**config.mk**
```make
export PLATFORM = sky130hd
export DESIGN_NAME = muldiv_unit
export DESIGN_NICKNAME = d
export VERILOG_FILES = /design/src/rtl/muldiv_pkg.sv /design/src/rtl/muldiv_signfix.sv /design/src/rtl/muldiv_unit.sv
export SDC_FILE = /design/constraint.sdc
export NUM_CORES = 1
export LEC_CHECK = 0
export BUFFER_PORTS_ARGS = -buffer_cell sky130_fd_sc_hd__buf_2
export CORE_MARGIN = 2
export CORE_UTILIZATION = 40
export DETAILED_ROUTE_END_ITERATION = 16
export SYNTH_ARGS = -nofsm -noshare
export SYNTH_HDL_FRONTEND = slang
export SYNTH_SLANG_ARGS = --single-unit
```
**constraint.sdc**
```tcl
create_clock -name clk -period 6.1 [get_ports clk]
set_clock_uncertainty 0.05 [all_clocks]
set_input_delay 0.915 -clock clk [delete_from_list [all_inputs] [get_ports clk]]
set_output_delay 0.915 -clock clk [all_outputs]
set_load 0.05 [all_outputs]
```
**src/rtl/muldiv_pkg.sv**
```systemverilog
// Shared types and helpers for the multi-cycle multiply/divide unit.
package muldiv_pkg;

  typedef enum logic [1:0] {
    MD_MULT  = 2'b00,
    MD_MULTU = 2'b01,
    MD_DIV   = 2'b10,
    MD_DIVU  = 2'b11
  } md_op_t;

  typedef enum logic [1:0] {
    IDLE = 2'd0,
    CALC = 2'd1,
    FIX  = 2'd2
  } md_state_t;

  function automatic logic is_signed(input md_op_t op);
    return (op == MD_MULT) || (op == MD_DIV);
  endfunction

  function automatic logic is_div(input md_op_t op);
    return (op == MD_DIV) || (op == MD_DIVU);
  endfunction

endpackage

```
**src/rtl/muldiv_signfix.sv**
```systemverilog
// Conditional two's-complement negate: magnitude on operand entry, sign restore on results.
module muldiv_signfix #(
  parameter int unsigned W = 32
) (
  input  logic         i_neg,
  input  logic [W-1:0] i_val,
  output logic [W-1:0] o_val
);

  assign o_val = i_neg ? (~i_val + W'(1)) : i_val;

endmodule

```
**src/rtl/muldiv_unit.sv**
```systemverilog
// Radix-2 multi-cycle MULT/MULTU/DIV/DIVU unit writing the architectural HI/LO registers.
module muldiv_unit
  import muldiv_pkg::*;
#(
  parameter int unsigned WIDTH = 32,
  parameter int unsigned CNT_W = $clog2(WIDTH + 1)
) (
  input  logic             clk,
  input  logic             reset,
  input  logic             start,
  input  logic [1:0]       op,
  input  logic [WIDTH-1:0] a,
  input  logic [WIDTH-1:0] b,
  input  logic             flush,
  input  logic             wr_hi,
  input  logic             wr_lo,
  input  logic [WIDTH-1:0] wdata,
  output logic             busy,
  output logic             done,
  output logic [WIDTH-1:0] hi,
  output logic [WIDTH-1:0] lo
);

  localparam logic [CNT_W-1:0] CNT_LAST = CNT_W'(WIDTH - 1);

  md_state_t        r_state;
  logic [CNT_W-1:0] r_cnt;
  logic [WIDTH:0]   r_acc;    // partial product upper half / partial remainder
  logic [WIDTH-1:0] r_q;      // multiplier / dividend-quotient shift register
  logic [WIDTH-1:0] r_mcand;  // multiplicand / divisor magnitude
  logic [WIDTH-1:0] r_a;
  logic [WIDTH-1:0] r_hi;
  logic [WIDTH-1:0] r_lo;
  logic             r_div;
  logic             r_neg_q;
  logic             r_neg_r;
  logic             r_dz;
  logic             r_done;

  md_op_t             w_op;
  logic               w_sgn;
  logic               w_a_neg;
  logic               w_b_neg;
  logic [WIDTH-1:0]   w_a_mag;
  logic [WIDTH-1:0]   w_b_mag;
  logic [WIDTH:0]     w_step_acc;
  logic [WIDTH-1:0]   w_step_q;
  logic [WIDTH:0]     w_sum;
  logic [WIDTH:0]     w_rem_sh;
  logic [WIDTH+1:0]   w_diff;
  logic [2*WIDTH-1:0] w_prod;
  logic [WIDTH-1:0]   w_quo;
  logic [WIDTH-1:0]   w_rem;
  logic [WIDTH-1:0]   w_res_hi;
  logic [WIDTH-1:0]   w_res_lo;

  assign w_op    = md_op_t'(op);
  assign w_sgn   = is_signed(w_op);
  assign w_a_neg = w_sgn & a[WIDTH-1];
  assign w_b_neg = w_sgn & b[WIDTH-1];

  muldiv_signfix #(.W(WIDTH)) u_mag_a (.i_neg(w_a_neg), .i_val(a), .o_val(w_a_mag));
  muldiv_signfix #(.W(WIDTH)) u_mag_b (.i_neg(w_b_neg), .i_val(b), .o_val(w_b_mag));

  always_comb begin
    w_step_acc = r_acc;
    w_step_q   = r_q;
    w_sum      = '0;
    w_rem_sh   = '0;
    w_diff     = '0;
    if (r_div) begin
      // Restoring step: keep the shifted remainder if the trial subtract borrows.
      w_rem_sh = {r_acc[WIDTH-1:0], r_q[WIDTH-1]};
      w_diff   = {1'b0, w_rem_sh} - {2'b00, r_mcand};
      if (w_diff[WIDTH+1]) begin
        w_step_acc = w_rem_sh;
        w_step_q   = {r_q[WIDTH-2:0], 1'b0};
      end else begin
        w_step_acc = w_diff[WIDTH:0];
        w_step_q   = {r_q[WIDTH-2:0], 1'b1};
      end
    end else begin
      w_sum      = r_q[0] ? ({1'b0, r_acc[WIDTH-1:0]} + {1'b0, r_mcand}) : r_acc;
      w_step_acc = {1'b0, w_sum[WIDTH:1]};
      w_step_q   = {w_sum[0], r_q[WIDTH-1:1]};
    end
  end

  muldiv_signfix #(.W(2*WIDTH)) u_fix_p (
    .i_neg(r_neg_q),
    .i_val({r_acc[WIDTH-1:0], r_q}),
    .o_val(w_prod)
  );
  muldiv_signfix #(.W(WIDTH)) u_fix_q (.i_neg(r_neg_q), .i_val(r_q), .o_val(w_quo));
  muldiv_signfix #(.W(WIDTH)) u_fix_r (
    .i_neg(r_neg_r),
    .i_val(r_acc[WIDTH-1:0]),
    .o_val(w_rem)
  );

  // Most-negative / -1 needs no special case: the unsigned quotient magnitude is already 2^(W-1).
  always_comb begin
    w_res_hi = w_prod[2*WIDTH-1:WIDTH];
    w_res_lo = w_prod[WIDTH-1:0];
    if (r_div) begin
      if (r_dz) begin
        w_res_hi = r_a;
        w_res_lo = '1;
      end else begin
        w_res_hi = w_rem;
        w_res_lo = w_quo;
      end
    end
  end

  always_ff @(posedge clk or posedge reset) begin
    if (reset) begin
      r_state <= IDLE;
      r_cnt   <= '0;
      r_acc   <= '0;
      r_q     <= '0;
      r_mcand <= '0;
      r_a     <= '0;
      r_hi    <= '0;
      r_lo    <= '0;
      r_div   <= 1'b0;
      r_neg_q <= 1'b0;
      r_neg_r <= 1'b0;
      r_dz    <= 1'b0;
      r_done  <= 1'b0;
    end else begin
      r_done <= 1'b0;
      unique case (r_state)
        IDLE: begin
          if (wr_hi) r_hi <= wdata;
          if (wr_lo) r_lo <= wdata;
          if (start && !flush) begin
            r_div   <= is_div(w_op);
            r_neg_q <= w_a_neg ^ w_b_neg;
            r_neg_r <= w_a_neg;
            r_dz    <= is_div(w_op) && (b == '0);
            r_a     <= a;
            r_acc   <= '0;
            r_q     <= is_div(w_op) ? w_a_mag : w_b_mag;
            r_mcand <= is_div(w_op) ? w_b_mag : w_a_mag;
            r_cnt   <= '0;
            r_state <= CALC;
          end
        end
        CALC: begin
          if (flush) begin
            r_state <= IDLE;
          end else begin
            r_acc <= w_step_acc;
            r_q   <= w_step_q;
            r_cnt <= r_cnt + CNT_W'(1);
            if (r_cnt == CNT_LAST) r_state <= FIX;
          end
        end
        FIX: begin
          r_state <= IDLE;
          if (!flush) begin
            r_hi   <= w_res_hi;
            r_lo   <= w_res_lo;
            r_done <= 1'b1;
          end
        end
        default: r_state <= IDLE;
      endcase
    end
  end

  assign busy = (r_state != IDLE);
  assign done = r_done;
  assign hi   = r_hi;
  assign lo   = r_lo;

endmodule

```
**After elaboration in Yosys (flattened, before gate mapping)**

Cells that the tools add are included.

- Flip-flop bits (word level): 206
- Input bits: 104
- Output and inout bits: 66
- Logic and storage cells: 93

- Add/subtract/negate cells: 8
- Equal/unequal tests: 11
- Mux-type cells: 37
- Bitwise gates (word level): 8
- Reductions and logical operators: 16

Operator list:

| cell | count |
|---|---|
| 32-bit two-way mux | 17 |
| 32-bit one-hot mux with 2 select lines | 3 |
| 33-bit two-way mux | 5 |
| 32-bit by 1-bit adder with 32-bit output, second input constant | 4 |
| 32-bit NOT | 4 |
| 33-bit one-hot mux with 2 select lines | 1 |
| 64-bit by 1-bit adder with 64-bit output, second input constant | 1 |
| 64-bit two-way mux | 1 |
| 64-bit NOT | 1 |
| 33-bit by 32-bit subtractor with 34-bit output | 1 |
| 32-bit by 32-bit adder with 33-bit output | 1 |
| 32-bit logical NOT | 1 |
| 6-bit two-way mux | 2 |
| 6-bit one-hot mux with 2 select lines | 1 |
| 2-bit != test, second input constant | 5 |
| 3-bit AND reduction | 3 |
| 6-bit by 1-bit adder with 6-bit output, second input constant | 1 |
| 2-bit equality test, second input constant | 3 |
| 6-bit by 5-bit equality test with 1-bit output, second input constant | 1 |
| 2-bit two-way mux | 3 |
| 2-bit nonzero test | 3 |
| 2-bit logical NOT | 2 |
| 2-bit one-hot mux with 2 select lines | 1 |
| 2-bit AND reduction | 2 |
| 8 further kinds | 13 |

**Longest topological paths before layout**

- Word-level depth: 7
- Gate-level depth with buffers: 15
- Mapped depth without buffers: 13

**Modules after synthesis**

Synthesis repeated with hierarchy kept, for this count alone.

- Cells, all modules: 2341
- Area, all modules: 19349.8 um^2

Modules (own cells, without submodules):

| module | times used | cells each | area each (um^2) |
|---|---|---|---|
| muldiv_unit | 1 | 1739 | 14592.7 |
| muldiv_signfix at u_fix_q ... | 4 | 99 | 777.0 |
| muldiv_signfix at u_fix_p | 1 | 206 | 1649.1 |

**Least setup slack after synthesis**

No wires, ideal clock.

- Path kind: reg2reg
- From: register r_acc[2]
- To: register r_hi[29], in the netlist hi[29]
- Setup time: 124 ps
- Data arrival time: 3467 ps
- Required time: 5926 ps
- Setup slack: 2459 ps
- Cell stages (with the launch flop): 12
- Path buffers: 1
- Period minus slack after synthesis: 3641 ps
- Cells stage by stage: dfrtp_1 -> buf_6 -> or3_4 -> or4_4 -> or4b_4 -> or4_4 -> or4_4 -> nand2_1 -> xnor2_1 -> mux2i_1 -> a211oi_1 -> a211o_1

- Cells in the longest elaborated chain, start to end: 7

Ends and longest elaborated chain:

| element | RTL line | RTL |
|---|---|---|
| start: declaration | muldiv_unit.sv:28 | `logic [WIDTH:0] r_acc;` |
| start signal: assignment | muldiv_unit.sv:154 | `r_acc <= w_step_acc;` |
| 32-bit NOT | muldiv_signfix.sv:10 | `assign o_val = i_neg ? (~i_val + W'(1)) : i_val;` |
| 32-bit by 1-bit adder with 32-bit output | muldiv_signfix.sv:10 |  |
| 32-bit two-way mux | muldiv_signfix.sv:10 |  |
| 32-bit two-way mux | muldiv_unit.sv:106 | `if (r_dz) begin` |
| 32-bit two-way mux (*) | muldiv_unit.sv:105 | `if (r_div) begin` |
| 32-bit two-way mux (*) | muldiv_unit.sv:162 | `if (!flush) begin` |
| 32-bit one-hot mux with 2 select lines (*) | muldiv_unit.sv:133 | `unique case (r_state)` |
| end signal: assignment | muldiv_unit.sv:135 | `if (wr_hi) r_hi <= wdata;` |
| end signal: assignment | muldiv_unit.sv:163 | `r_hi <= w_res_hi;` |
| end: declaration | muldiv_unit.sv:32 | `logic [WIDTH-1:0] r_hi;` |

Mark *: on every way between the ends. The rest lies on a longest branch, timed or not. The select of a mux whose other input is x is not followed.
A chain may end at the register's enable or synchronous reset.

**Final worst setup path**

- From: register r_q[11]
- To: register r_hi[21], in the netlist hi[21]

- Cells in the longest elaborated chain, start to end: 6

Ends and longest elaborated chain:

| element | RTL line | RTL |
|---|---|---|
| start: declaration | muldiv_unit.sv:29 | `logic [WIDTH-1:0] r_q;` |
| start signal: assignment | muldiv_unit.sv:144 | `r_q <= is_div(w_op) ? w_a_mag : w_b_mag;` |
| start signal: assignment | muldiv_unit.sv:155 | `r_q <= w_step_q;` |
| 64-bit NOT | muldiv_signfix.sv:10 |  |
| 64-bit by 1-bit adder with 64-bit output | muldiv_signfix.sv:10 |  |
| 64-bit two-way mux | muldiv_signfix.sv:10 |  |
| 32-bit two-way mux | muldiv_unit.sv:105 |  |
| 32-bit two-way mux | muldiv_unit.sv:162 |  |
| 32-bit one-hot mux with 2 select lines | muldiv_unit.sv:133 |  |

No other way between the ends. The select of a mux whose other input is x is not followed.

==> qor.txt <==
=====================================================================================
Die Span X                                                                     212 µm
Path depth of the worst reg2reg path                                               10
Maximum net fanout on the critical path                                            14
Post-CTS repair timing setup buffer count                                           0
WP data arrival                                                               4.77 ns
Min-Delay Path Class                                                     flop to flop
Root Buffer Master                                                       sky130_fd_sc_hd__clkbuf_16
Number of DRC violations after detailed routing                                     0
Final setup violation count                                                         0
Number of flops mapped to enable cells by yosys                                     0
GRT Residual Overflow                                                               0
Category of the worst setup path capture point                                   flop
Count of fill cells added during filler insertion                               4,334
Synthesized Nets                                                                2,453
Flip-flop and latch count after synthesis                                         206
Maximum clock frequency                                                       231 MHz
Clock-pin slew of the registers on the worst-case setup and hold paths        0.06 ns
Relative slew margins                                                           21.2%
DP Cell Count                                                                   2,904
Largest net degree at the start of global routing                                 154
CP Class                                                                 flop to flop
Vias                                                                           17,841
Total of hold buffers inserted after clock tree synthesis                           0
Net count reported at finish                                                    2,522
Commonest cells post-synth                                               sky130_fd_sc_hd__nand2_1 (333), sky130_fd_sc_hd__a21oi_1 (232), sky130_fd_sc_hd__o21ai_0 (229)
Period utilization                                                              71.1%
Routed wire per std cell                                                      22.8 µm
Syn Inst Count                                                                  2,278
Yosys top cell area share                                                       29.8%
Clock tree from TritonCTS                                                         yes
Number of global-route vias before repair                                      16,182
Dominant register cell in the synthesized netlist                        sky130_fd_sc_hd__dfrtp_1
Result of the run                                                        finished, final reports clean
Antenna violations before repair                                                    0
Clock Sink Count                                                                  206
Post-synthesis async set-or-reset flop share                                     100%
Worst path slowest cell                                                  sky130_fd_sc_hd__nand4_1
Placed Area                                                                0.0184 mm²
Maximum Capacitance Violations                                                      0
Critical Path Source Type                                                        flop
Placeable Area                                                             0.0429 mm²
Via-per-instance ratio                                                           6.05
Shortest clock period the worst path allows after layout                      4.34 ns
Worst EP required                                                             6.53 ns
Worst reg2reg setup slack                                                     1.76 ns
Most frequent CP cell                                                    sky130_fd_sc_hd__o21ai_0
Y dimension of the die                                                         212 µm
Seq/Total Area, Yosys                                                           29.8%
Hold wc startpoint                                                            r_a[27]
Critical R2R Capture                                                           hi[21]
Total non-filler cell area in the finished layout                          0.0193 mm²
Final cell count without fillers                                                2,950
Maximum level of the CTS H-tree                                                     1
CTS resizes                                                                         0
Leak pwr                                                                   0.00850 µW
Number of failing hold endpoints at the final stage                                 0
PD cells                                                                   457 mW/mm²
Detailed-routing iteration count for the pre-antenna-repair pass                    7
Total negative slack for setup checks                                            0 ns
Detail Placement HPWL                                                       51,100 µm
Worst stage delay on the critical path                                        0.89 ns
Area growth from synthesis to layout                                            11.4%
Share of cells above drive strength 1                                           11.9%
Hold slack                                                                   0.419 ns
Hold Path End                                                                 r_a[27]
Input/output buffers                                                              169
Most numerous cell in the Yosys netlist                                  sky130_fd_sc_hd__nand2_1
Cell depth of the worst hold path                                                   2
Clock buffer count from CTS                                                        26
GPL Wtd Cong                                                                    0.956
Post-synthesis area per instance                                             7.60 µm²
Largest area contributor in the netlist                                  sky130_fd_sc_hd__dfrtp_1
Pins Over Slew Limit                                                                0
First DRT Iteration DRCs                                                        2,091
Cell types occupying the most area after synthesis                       sky130_fd_sc_hd__dfrtp_1 (30%), sky130_fd_sc_hd__nand2_1 (7.2%), sky130_fd_sc_hd__a21oi_1 (6.7%)
RSZ-0062 raised after global routing                                               no
Worst supply voltage drop on vdd                                             0.235 mV
CTS max path bufs                                                                   3
Total standard cell area after synthesis                                   0.0173 mm²
Actual slew at the worst max-slew pin                                         1.18 ns
Total I/O pin count                                                               170
Total length of routed wires                                                67,100 µm
Site Rows                                                                          76
Wire length of the first global-routing pass                               100,000 µm
CP cell instances                                                        or4_1 > nor4_1 > nor4b_1 > nand4_1 > o21ai_0 > xnor2_1 > nor2_1 > a211oi_1 > a21oi_1 > o21ai_0
Total track usage                                                               29.3%
Area of the die                                                            0.0450 mm²
Reg-to-reg startpoint                                                         r_q[11]
Effective utilization at floorplan                                              40.4%
Synth unique cells                                                                 77
Yosys synthesis warning count                                                       0
Remaining number of nets flagged by the antenna check after routing                 0
Clock Latency Late Sink                                                       0.56 ns
=====================================================================================
per-stage QoR:
stage               setup WS, ns  power (µW)  util (%)
finish                      1.76        8810      44.9
global route                1.54        9370      44.9
CTS                         1.83        8690      44.9
detailed placement          1.84        7140      43.0
global placement            1.83        7060      43.0
floorplan                   2.46        5800         -
layer usage:
| metal | vias up | part of all wire, % | GRT usage [%] |
|---|---|---|---|
| met4 | 0 | 3.1 | 8.50 |
| met5 | - | 0 | 0 |
| li1 | 8304 | - | - |
| met3 | 104 | 9.0 | 4.80 |
| met1 | 8578 | 45 | 43.9 |
| met2 | 855 | 42 | 43.0 |
placed cells by master (no fill, tap or decap), types with 13 or more instances in the layout:
cell / Yosys / routed
sky130_fd_sc_hd__or4_1: 13 / 13
sky130_fd_sc_hd__nand2b_1: 17 / 17
sky130_fd_sc_hd__buf_2: 6 / 169
sky130_fd_sc_hd__buf_4: 3 / 28
sky130_fd_sc_hd__or3_1: 16 / 16
sky130_fd_sc_hd__inv_1: 67 / 66
sky130_fd_sc_hd__nand4_1: 13 / 13
sky130_fd_sc_hd__mux2i_1: 53 / 53
sky130_fd_sc_hd__nor4_1: 22 / 22
sky130_fd_sc_hd__a21oi_1: 232 / 230
sky130_fd_sc_hd__and3_1: 16 / 16
sky130_fd_sc_hd__xor2_1: 73 / 73
sky130_fd_sc_hd__o211ai_1: 37 / 37
sky130_fd_sc_hd__nor2_1: 189 / 188
sky130_fd_sc_hd__a211oi_1: 21 / 21
sky130_fd_sc_hd__a31oi_1: 21 / 21
sky130_fd_sc_hd__o21ai_0: 229 / 229
sky130_fd_sc_hd__clkbuf_16: 0 / 27
sky130_fd_sc_hd__nand3_1: 51 / 51
sky130_fd_sc_hd__and2_1: 14 / 14
sky130_fd_sc_hd__nor2b_1: 18 / 17
sky130_fd_sc_hd__nand2_1: 333 / 333
sky130_fd_sc_hd__xnor2_1: 103 / 103
sky130_fd_sc_hd__o31ai_1: 26 / 26
sky130_fd_sc_hd__o221ai_1: 14 / 14
sky130_fd_sc_hd__a21o_1: 30 / 30
sky130_fd_sc_hd__ha_1: 69 / 69
sky130_fd_sc_hd__nor3_1: 55 / 55
sky130_fd_sc_hd__dfrtp_1: 206 / 205
sky130_fd_sc_hd__o22ai_1: 38 / 38
worst max-delay path: cells and delay by family (launching register included):
kind | cells | cell delay, ns
XOR/XNOR | 1 | 0.15
AND/OR/NAND/NOR | 5 | 2.76
flip-flops | 1 | 0.43
AO/OA/AOI/OAI | 4 | 0.89
registers in the layout, summed over array words and instances, names as in the netlist:
signal   cells
r_a         32
hi          32
r_dz         1
r_div        1
r_mcand     32
done         1
r_neg_q      1
r_state      2
r_q         32
r_neg_r      1
r_cnt        6
lo          32
r_acc       33
worst max path at each step:
stage	start	end	slack, ns	cells after the start
after floorplan	reset	done	2.46	1
after global placement	r_q[10]	hi[21]	1.83	10
after detailed placement	r_q[10]	hi[21]	1.84	10
after CTS	r_q[10]	hi[21]	1.83	10
after global routing	r_q[10]	hi[21]	1.54	10
final	r_q[11]	hi[21]	1.76	10
where the power goes:
group          switching [µW]  internal (µW)
registers                 743           1680
clock network             641            896
logic                    3000           1840
total                    4390           4420
logic make-up (layout without fill, tap and decap cells):
group,after synthesis,count (layout),share of synthesized area [%]
xor gates and xnor gates,176,176,8.90
other,0,1,0
adders and majority gates,71,71,5.22
buffers and inverters,227,313,5.72
DFF,206,206,29.8
AOI/OAI and AO/OA,741,741,25.8
muxes,63,63,3.72
and+or+nand+nor,794,794,20.9
cell type report:
| class | count | area [µm²] | share of cell area (%) |
|---|---|---|---|
| Clock inverter | 11 | 96.3 | 0.500 |
| Antenna cell | 1 | 2.50 | 0.0130 |
| Inverter | 70 | 267 | 1.38 |
| Sequential cell | 206 | 5160 | 26.8 |
| Clock buffer | 34 | 742 | 3.85 |
| Tap cell | 585 | 732 | 3.80 |
| Timing Repair Buffer | 198 | 1080 | 5.58 |
| Multi-Input combinational cell | 1845 | 11200 | 58.1 |
(Power assumes the default switching activity.)
